===== src/rtl/dmem_responder.sv =====
// ---------------------------------------------------------------------------
// dmem_responder
//
// Memory-side target for the core's load/store port. It holds a word-organised
// data RAM behind a valid/ready request channel and a valid/ready response
// channel. Only one transaction is outstanding at a time. Each access waits a
// configurable number of cycles before its response is presented.
//
// Parameters
//   DEPTH_WORDS  number of 32-bit words (power of two, >= 4)
//   LATENCY      wait cycles between request acceptance and response (0..15)
//
// Ports
//   clk_i        clock, all state updates on the rising edge
//   rst_i        asynchronous, active-low reset (RAM contents are kept)
//   req_valid_i  request present
//   req_ready_o  block can accept a request (high only in IDLE)
//   req_write_i  1 = store, 0 = load
//   req_addr_i   byte address
//   req_wdata_i  store data
//   req_be_i     store byte enables, bit k covers bits 8k+7:8k
//   rsp_valid_o  response present
//   rsp_ready_i  initiator accepts the response
//   rsp_rdata_o  load data, 0 for stores and errors
//   rsp_err_o    access was misaligned or out of range
//   busy_o       high in any state other than IDLE
// ---------------------------------------------------------------------------
module dmem_responder #(
    parameter int DEPTH_WORDS = 128,
    parameter int LATENCY     = 2
) (
    input  logic        clk_i,
    input  logic        rst_i,
    input  logic        req_valid_i,
    output logic        req_ready_o,
    input  logic        req_write_i,
    input  logic [31:0] req_addr_i,
    input  logic [31:0] req_wdata_i,
    input  logic [3:0]  req_be_i,
    output logic        rsp_valid_o,
    input  logic        rsp_ready_i,
    output logic [31:0] rsp_rdata_o,
    output logic        rsp_err_o,
    output logic        busy_o
);

    localparam int IDX_W = $clog2(DEPTH_WORDS);

    typedef enum logic [1:0] {
        IDLE,
        WAIT,
        RESP
    } state_t;

    state_t             state;
    logic [3:0]         count;
    logic               lat_write;
    logic [31:0]        lat_addr;
    logic [31:0]        lat_wdata;
    logic [3:0]         lat_be;

    logic [31:0]        mem [DEPTH_WORDS];

    logic               accept;
    logic               enter_resp;
    logic               acc_write;
    logic [31:0]        acc_addr;
    logic [31:0]        acc_wdata;
    logic [3:0]         acc_be;
    logic               acc_err;
    logic [IDX_W-1:0]   acc_index;
    logic [31:0]        rdata_next;
    logic               ram_we;

    // With zero latency the access executes on the accept edge itself, so the
    // live request fields are used while in IDLE; otherwise the latched copy.
    always_comb begin
        accept     = req_valid_i && req_ready_o;
        enter_resp = ((state == IDLE) && accept && (LATENCY == 0)) ||
                     ((state == WAIT) && (count == 4'd0));
        if (state == IDLE) begin
            acc_write = req_write_i;
            acc_addr  = req_addr_i;
            acc_wdata = req_wdata_i;
            acc_be    = req_be_i;
        end else begin
            acc_write = lat_write;
            acc_addr  = lat_addr;
            acc_wdata = lat_wdata;
            acc_be    = lat_be;
        end
        acc_err    = (acc_addr[1:0] != 2'b00) || (|acc_addr[31:IDX_W+2]);
        acc_index  = acc_addr[IDX_W+1:2];
        rdata_next = (!acc_write && !acc_err) ? mem[acc_index] : 32'd0;
        ram_we     = enter_resp && acc_write && !acc_err && rst_i;
    end

    // RAM storage is not reset; the write is gated by rst_i so a store that is
    // pending when reset arrives is never committed.
    always_ff @(posedge clk_i) begin
        if (ram_we) begin
            for (int k = 0; k < 4; k++) begin
                if (acc_be[k]) begin
                    mem[acc_index][8*k +: 8] <= acc_wdata[8*k +: 8];
                end
            end
        end
    end

    // Control FSM with registered handshake and response outputs. The
    // response fields are loaded on the edge entering RESP and held until the
    // initiator takes them; leaving RESP zeroes them again.
    always_ff @(posedge clk_i or negedge rst_i) begin
        if (!rst_i) begin
            state       <= IDLE;
            count       <= 4'd0;
            lat_write   <= 1'b0;
            lat_addr    <= 32'd0;
            lat_wdata   <= 32'd0;
            lat_be      <= 4'd0;
            req_ready_o <= 1'b1;
            rsp_valid_o <= 1'b0;
            rsp_rdata_o <= 32'd0;
            rsp_err_o   <= 1'b0;
            busy_o      <= 1'b0;
        end else begin
            case (state)
                IDLE: begin
                    if (accept) begin
                        lat_write   <= req_write_i;
                        lat_addr    <= req_addr_i;
                        lat_wdata   <= req_wdata_i;
                        lat_be      <= req_be_i;
                        req_ready_o <= 1'b0;
                        busy_o      <= 1'b1;
                        if (LATENCY == 0) begin
                            state       <= RESP;
                            rsp_valid_o <= 1'b1;
                            rsp_rdata_o <= rdata_next;
                            rsp_err_o   <= acc_err;
                        end else begin
                            state <= WAIT;
                            count <= 4'(LATENCY - 1);
                        end
                    end
                end
                WAIT: begin
                    if (count == 4'd0) begin
                        state       <= RESP;
                        rsp_valid_o <= 1'b1;
                        rsp_rdata_o <= rdata_next;
                        rsp_err_o   <= acc_err;
                    end else begin
                        count <= count - 4'd1;
                    end
                end
                RESP: begin
                    if (rsp_ready_i) begin
                        state       <= IDLE;
                        rsp_valid_o <= 1'b0;
                        rsp_rdata_o <= 32'd0;
                        rsp_err_o   <= 1'b0;
                        req_ready_o <= 1'b1;
                        busy_o      <= 1'b0;
                    end
                end
                default: begin
                    state <= IDLE;
                end
            endcase
        end
    end

endmodule


===== config.mk =====
export PLATFORM = sky130hd
export DESIGN_NAME = dmem_responder
export DESIGN_NICKNAME = d
export VERILOG_FILES = /design/src/rtl/dmem_responder.sv
export SDC_FILE = /design/constraint.sdc
export NUM_CORES = 2
export LEC_CHECK = 0
export ABC_AREA = 0
export BUFFER_PORTS_ARGS = -buffer_cell sky130_fd_sc_hd__buf_2
export CAP_MARGIN = 20
export CORE_AREA = 2 2 818 576
export DETAILED_ROUTE_END_ITERATION = 10
export DIE_AREA = 0 0 820 578
export GPL_ROUTABILITY_DRIVEN = 0
export PLACE_DENSITY = 0.48
export RECOVER_POWER = 25
export SLEW_MARGIN = 0
export SYNTH_ARGS = -nofsm -noshare
export SYNTH_HDL_FRONTEND = slang
export SYNTH_SLANG_ARGS = --single-unit
export TNS_END_PERCENT = 100

===== constraint.sdc =====
create_clock -name clk_i -period 4.9 [get_ports clk_i]
set_clock_uncertainty 0.05 [all_clocks]
set_input_delay 0.245 -clock clk_i [delete_from_list [all_inputs] [get_ports clk_i]]
set_output_delay 0.245 -clock clk_i [all_outputs]
set_load 0.02 [all_outputs]

Yosys cells after proc, flatten, opt, wreduce, memory -nomap -nowiden --
Memories as Yosys holds them, arrays and structs flattened. Cells that the tools add are included.
Word-level totals: flip-flop bits (word level) 111, RAM bits 4096, input port bits 73, output and inout port bits 36, memories 1
Memories:
- mem | words 128, bits a word 32, read ports 1, clocked after memory_dff 0, write ports 1, RTL line 62 | logic [31:0] mem [DEPTH_WORDS];
Cells by class: add/subtract/negate cells 1, equal/unequal tests 6, muxes and demuxes 37, reductions and logical operators 21
Operators by type and width (number):
- $mux 32 | 5
- $pmux 32 s2 | 1
- $reduce_or 23->1 | 1
- $mux 1 | 19
- $mux 4 | 3
- $reduce_and 3->1 | 4
- $pmux 1 s2 | 4
- $pmux 4 s2 | 1
- $reduce_bool 2->1 | 4
- $logic_and 1x1->1 | 6
- $mux 2 | 3
- $ne 2x2->1 const B | 3
- $pmux 2 s3 | 1
- $logic_not 4->1 | 1
- $sub 4x1->4 const B | 1
- $eq 2x1->1 const B | 1
- $eq 2x2->1 const B | 1
- $logic_not 1->1 | 2
- $logic_not 2->1 | 1
- $ne 2x1->1 const B | 1
- $reduce_and 2->1 | 1
- $logic_or 1x1->1 | 1

Longest topological paths before layout --
depth in word-level cells 9, mapped depth 14

Least setup slack after synthesis --
OpenSTA, ideal clock, no wires.
path kind flip-flop to flip-flop, start point reg state[1], end point mem mem[0][10] (data pin), setup time 0.511 ns, arrival 3.421 ns, required time 4.339 ns, slack 0.918 ns, stages on the path, launching flop included 9, path buffers 5, clock period less this slack 3.982 ns, path through dfrtp_1 buf_4 nor2_2 buf_2 buf_2 buf_1 buf_1 nand2_1 nand2_1
On the way: cells in the longest elaborated chain, start to end 2
Ends and longest elaborated chain:
- from (decl) | RTL line 55 | state_t state;
- from (signal assigned) | RTL line 115 | state <= IDLE;
- from (signal assigned) | RTL line 137 | state <= RESP;
- from (signal assigned) | RTL line 142 | state <= WAIT;
- $logic_not 2->1 | RTL line 81 | if (state == IDLE) begin
- $mux 32 | RTL line 81
- net acc_wdata[10] | RTL line 68 | logic [31:0] acc_wdata;
- to (decl) | RTL line 62
The timed path passes the listed nets, and every way through them passes these cells.

Final worst setup path --
start point reg state[1], end point reg rsp_rdata_o[3]
On the way: cells in the longest elaborated chain, start to end 9, elaborated cells on any way between the ends 19
Ends and longest elaborated chain:
- parallel branches: the longest is 9 deep, another holds $mem_v2 128x32
- to (signal assigned) | RTL line 139 | rsp_rdata_o <= rdata_next;
- to (signal assigned) | RTL line 151 | rsp_rdata_o <= rdata_next;
- to (decl) | RTL line 42 | output logic [31:0] rsp_rdata_o,
Parallel ways; which one is timed is not known. The select of a mux whose other input is x is not followed. A chain may end at the register's enable or synchronous reset.

==> results.txt <==
----------------------------------------------------
[Worst setup path]
  Worst endpoint data arrival time ... about 5.7 ns
  Origin of the worst setup path ... state[1]
  Startpoint types ... flop
  Worst-path maximum fanout ... 29
  Endpoint required time on the critical path ... 5.71 ns
  Register-to-register setup slack ... -0.02 ns
  Capturing element type of the critical path ... flop
  Worst R2R Path Depth ... 10
  Start of the worst register-to-register path ... state[1]
  Critical path endpoint ... rsp_rdata_o[3]
  R2R Path End ... rsp_rdata_o[3]
  Crit path kind ... reg -> reg

[Yosys]
  Share of Yosys cell area claimed by the top area cell type ... 0.757
  Post-synth ARST share ... 0.0264
  Number of flops mapped to enable cells by yosys ... 4096
  Top post-synthesis cells by count ... sky130_fd_sc_hd__edfxtp_1, sky130_fd_sc_hd__nand2_1, sky130_fd_sc_hd__nor2_1
  Most instantiated library cell after synthesis ... sky130_fd_sc_hd__edfxtp_1
  Post-Syn Instances ... 11600
  Leading register cell type out of synthesis ... sky130_fd_sc_hd__edfxtp_1
  Unique cell type count in the Yosys netlist ... 79
  Register area share after synthesis ... 0.774
  Post-synthesis sequential element count ... 4207
  Warnings, synthesis ... 0
  Synth area leader ... sky130_fd_sc_hd__edfxtp_1
  Largest cells by area after synthesis ... sky130_fd_sc_hd__edfxtp_1, sky130_fd_sc_hd__nand2_1, sky130_fd_sc_hd__nand3_1
  Area of the mapped netlist ... 163000 µm²
  Average instance area after synthesis ... between 10 and 15 µm²
  Syn_nets ... between 10000 and 15000

[Power and ir drop]
  Fraction of power consumed by sequential logic ... 0.526
  Static leakage ... 0.0638 µW
  Internal power of the cells ... 57900 µW
  Pwr/cell area ... 390 nW/µm²
  Sw frac ... 0.228
  Peak supply drop ... 276 µV
  Switch Pwr ... 17100 µW
  Power share of the combinational group ... 0.056
  Clock share of power ... 0.418

[Clock network]
  TritonCTS sink count ... 4207
  CTS tree ... built
  Number of buffers inserted to repair setup after CTS ... 0
  Largest buffer count on any clock path ... 4
  H-tree lvl count ... 5
  CTS root buf ... sky130_fd_sc_hd__clkbuf_16
  Clock latency on the worst-skew pair ... 0.98 ns
  Number of buffers inserted during clock tree synthesis ... around 400
  Register clock-pin slew on the reported worst setup and hold paths ... 0.07 ns

[Global route]
  First-pass GRT wire length ... 821000 µm
  Overall Global Routing Usage ... 0.243
  Maximum number of pins on one net before global-route repair ... 88
  Antenna violations before repair ... 41
  Number of global-route vias before repair ... about 100k
  Residual overflow from global routing ... 0

[Timing]
  Worst Tran Pin Value ... 3.79 ns
  Achievable clock frequency ... between 200 and 250 MHz
  Total Negative Setup Slacks ... -0.0207 ns
  Headroom to the max-slew limit ... -1.53
  Worst hold-check slack ... 0.0735 ns
  Min setup slack post-route ... -0.0202 ns
  Pins over their slew limit ... 1373
  Final critical delay including setup and external delays ... around 4.9 ns
  Final worst path period share ... 1.00
  Hold Violations, Final ... 0
  Setup violations, final ... 2

[Layout]
  Final nets ... 12700
  Share of layout cells above drive strength 1 ... 0.145
  Area growth from synthesis to layout ... 18.4%

[Run status]
  Run status ... finished, violations left
  Failing checks ... max-capacitance violations, max-slew violations, negative setup slack

[Detailed routing]
  Via Count ... 109000
  First DRT Iteration DRCs ... approximately 15000
  Routed wire length ... 596000 µm
  First-pass iteration count of the detailed router ... 7
  Routed len/inst ... 31.0 µm
  Remaining DRCs ... 0
  Vias per Instance ... 5.67
  Detail Route Antenna Nets ... 0

[Die]
  Std-Cell Core Area ... 466000 µm²
  Top Ports ... about 110
  Starting density of the core ... 0.349
  Horiz. Die Dim ... 820 µm
  Placement row count ... 210
  Y dimension of the die ... 578 µm
  Overall die area ... roughly 470000 µm²

[Job]
  Maxcap violations ... 35

[Min path]
  Tightest Hold Check Type ... in -> reg
  Launch point of the worst hold path ... req_wdata_i[19]

[Placed design]
  Post-detail-place hpwl ... 395000 µm
  Port buffer count ... 108

----------------------------------------------------
[state kept, by name, summed over array words and instances, names as in the netlist]
signal,count
mem,4096
lat_addr,32
lat_wdata,32
rsp_rdata_o,32
count,4
lat_be,4
state,2
busy_o,1
lat_write,1
req_ready_o,1
rsp_err_o,1
rsp_valid_o,1
[repair_timing]
| item | CTS | global route |
|---|---|---|
| cloned | 0 | 0 |
| hold buffers | 122 | 0 |
| setup endpoints to repair | 2 | 2 |
| gates resized for setup | 3 | 2 |
| hold endpoints to repair | 291 | 0 |
[layout make-up]
cell class                 count  area (µm²)
fill                       42500      273000
sequential                  4207      126000
multi-input combinational   6592       33700
timing repair buffer        1425       12100
clock buffer                 512       10900
tap                         6254        7830
clock inverter               219        2010
antenna                       13        32.5
inverter                       8        30.0
[stage by stage]
step / cells / total power, µW / utilization / cell area [µm²] / worst slack, ns
after floorplan: 11600 / 42100 / - / 163000 / 0.918
after global placement: 18400 / 44200 / 0.384 / 179000 / -0.444
after detailed placement: 18400 / 44300 / 0.384 / 179000 / -0.482
after CTS: 19200 / 75300 / 0.414 / 193000 / 0.110
after global routing: 19200 / 76900 / 0.413 / 192000 / -0.0287
final: 19200 / 75000 / 0.413 / 192000 / -0.0202
[layout by cell type (no fill, tap or decap), drive strengths merged, types with 18 or more instances in the layout]
cell type    count
clkbuf         608
buf           1206
edfxtp        4096
a31oi          510
o221ai          59
clkinvlp        22
a211oi          60
nor4            45
dfrtp          110
a32oi          208
o41ai           42
nor3            95
and3            61
inv             18
mux2i          220
a21oi           86
o21ai          276
clkinv         155
nand3          713
nand4           46
nand2         2708
dlygate4sd3    122
nor2           758
bufinv          32
o22ai          543
o31ai           21
[how the worst min path moves through the flow]
stage,endpoint,slack [ns],depth (start not counted)
floorplan,busy_o,-0.10,0
global route,lat_wdata[19],0.07,4
global placement,lat_wdata[17],0.03,1
detailed placement,lat_wdata[20],0.03,1
finish,lat_wdata[19],0.07,4
CTS,lat_wdata[20],0.005,4
[logic make-up (layout without fill, tap and decap cells)]
logic type               count (synthesis)  in the layout  synth area share
multiplexers                           224            224            0.0138
other                                    0             13                 0
XOR/XNOR                                 2              2          0.000108
flip-flops                            4207           4207             0.774
buffers and inverters                  790           2164            0.0219
AND/OR/NAND/NOR                       4462           4462             0.112
adder cells (fa/ha/maj)                  2              2          0.000154
AO/OA/AOI/OAI                         1902           1902            0.0777
[critical path: stages (launching register included)]
cell	delay (ns)
sky130_fd_sc_hd__dfrtp_1	0.73
sky130_fd_sc_hd__and4bb_4	0.35
sky130_fd_sc_hd__or2_4	0.56
sky130_fd_sc_hd__buf_12	0.32
sky130_fd_sc_hd__buf_12	0.20
sky130_fd_sc_hd__buf_4	0.19
sky130_fd_sc_hd__a31oi_1	0.16
sky130_fd_sc_hd__a31oi_1	0.20
sky130_fd_sc_hd__o41ai_1	1.01
sky130_fd_sc_hd__o2111ai_1	0.66
sky130_fd_sc_hd__o21ai_0	0.33
[power by group through the flow]
| stage | Clock (µW) | Sequential (µW) | Combinational (µW) |
|---|---|---|---|
| 2_1_floorplan | 0 | 40300 | 1820 |
| 3_3_place_gp | 0 | 40200 | 4030 |
| 3_5_place_dp | 0 | 40200 | 4070 |
| 4_1_cts | 31700 | 39400 | 4160 |
| 5_1_grt | 33100 | 39400 | 4380 |
| 6_report | 31400 | 39500 | 4210 |
[metal layers]
metal,vias to the layer above,GRT usage,part of all wire
met3,914,0.0571,0.11
met1,56000,0.362,0.43
met5,-,0,0.000074
li1,46000,-,-
met4,6,0.0699,0.032
met2,5993,0.356,0.43
No activity file was read; power rests on OpenSTA's default activity.
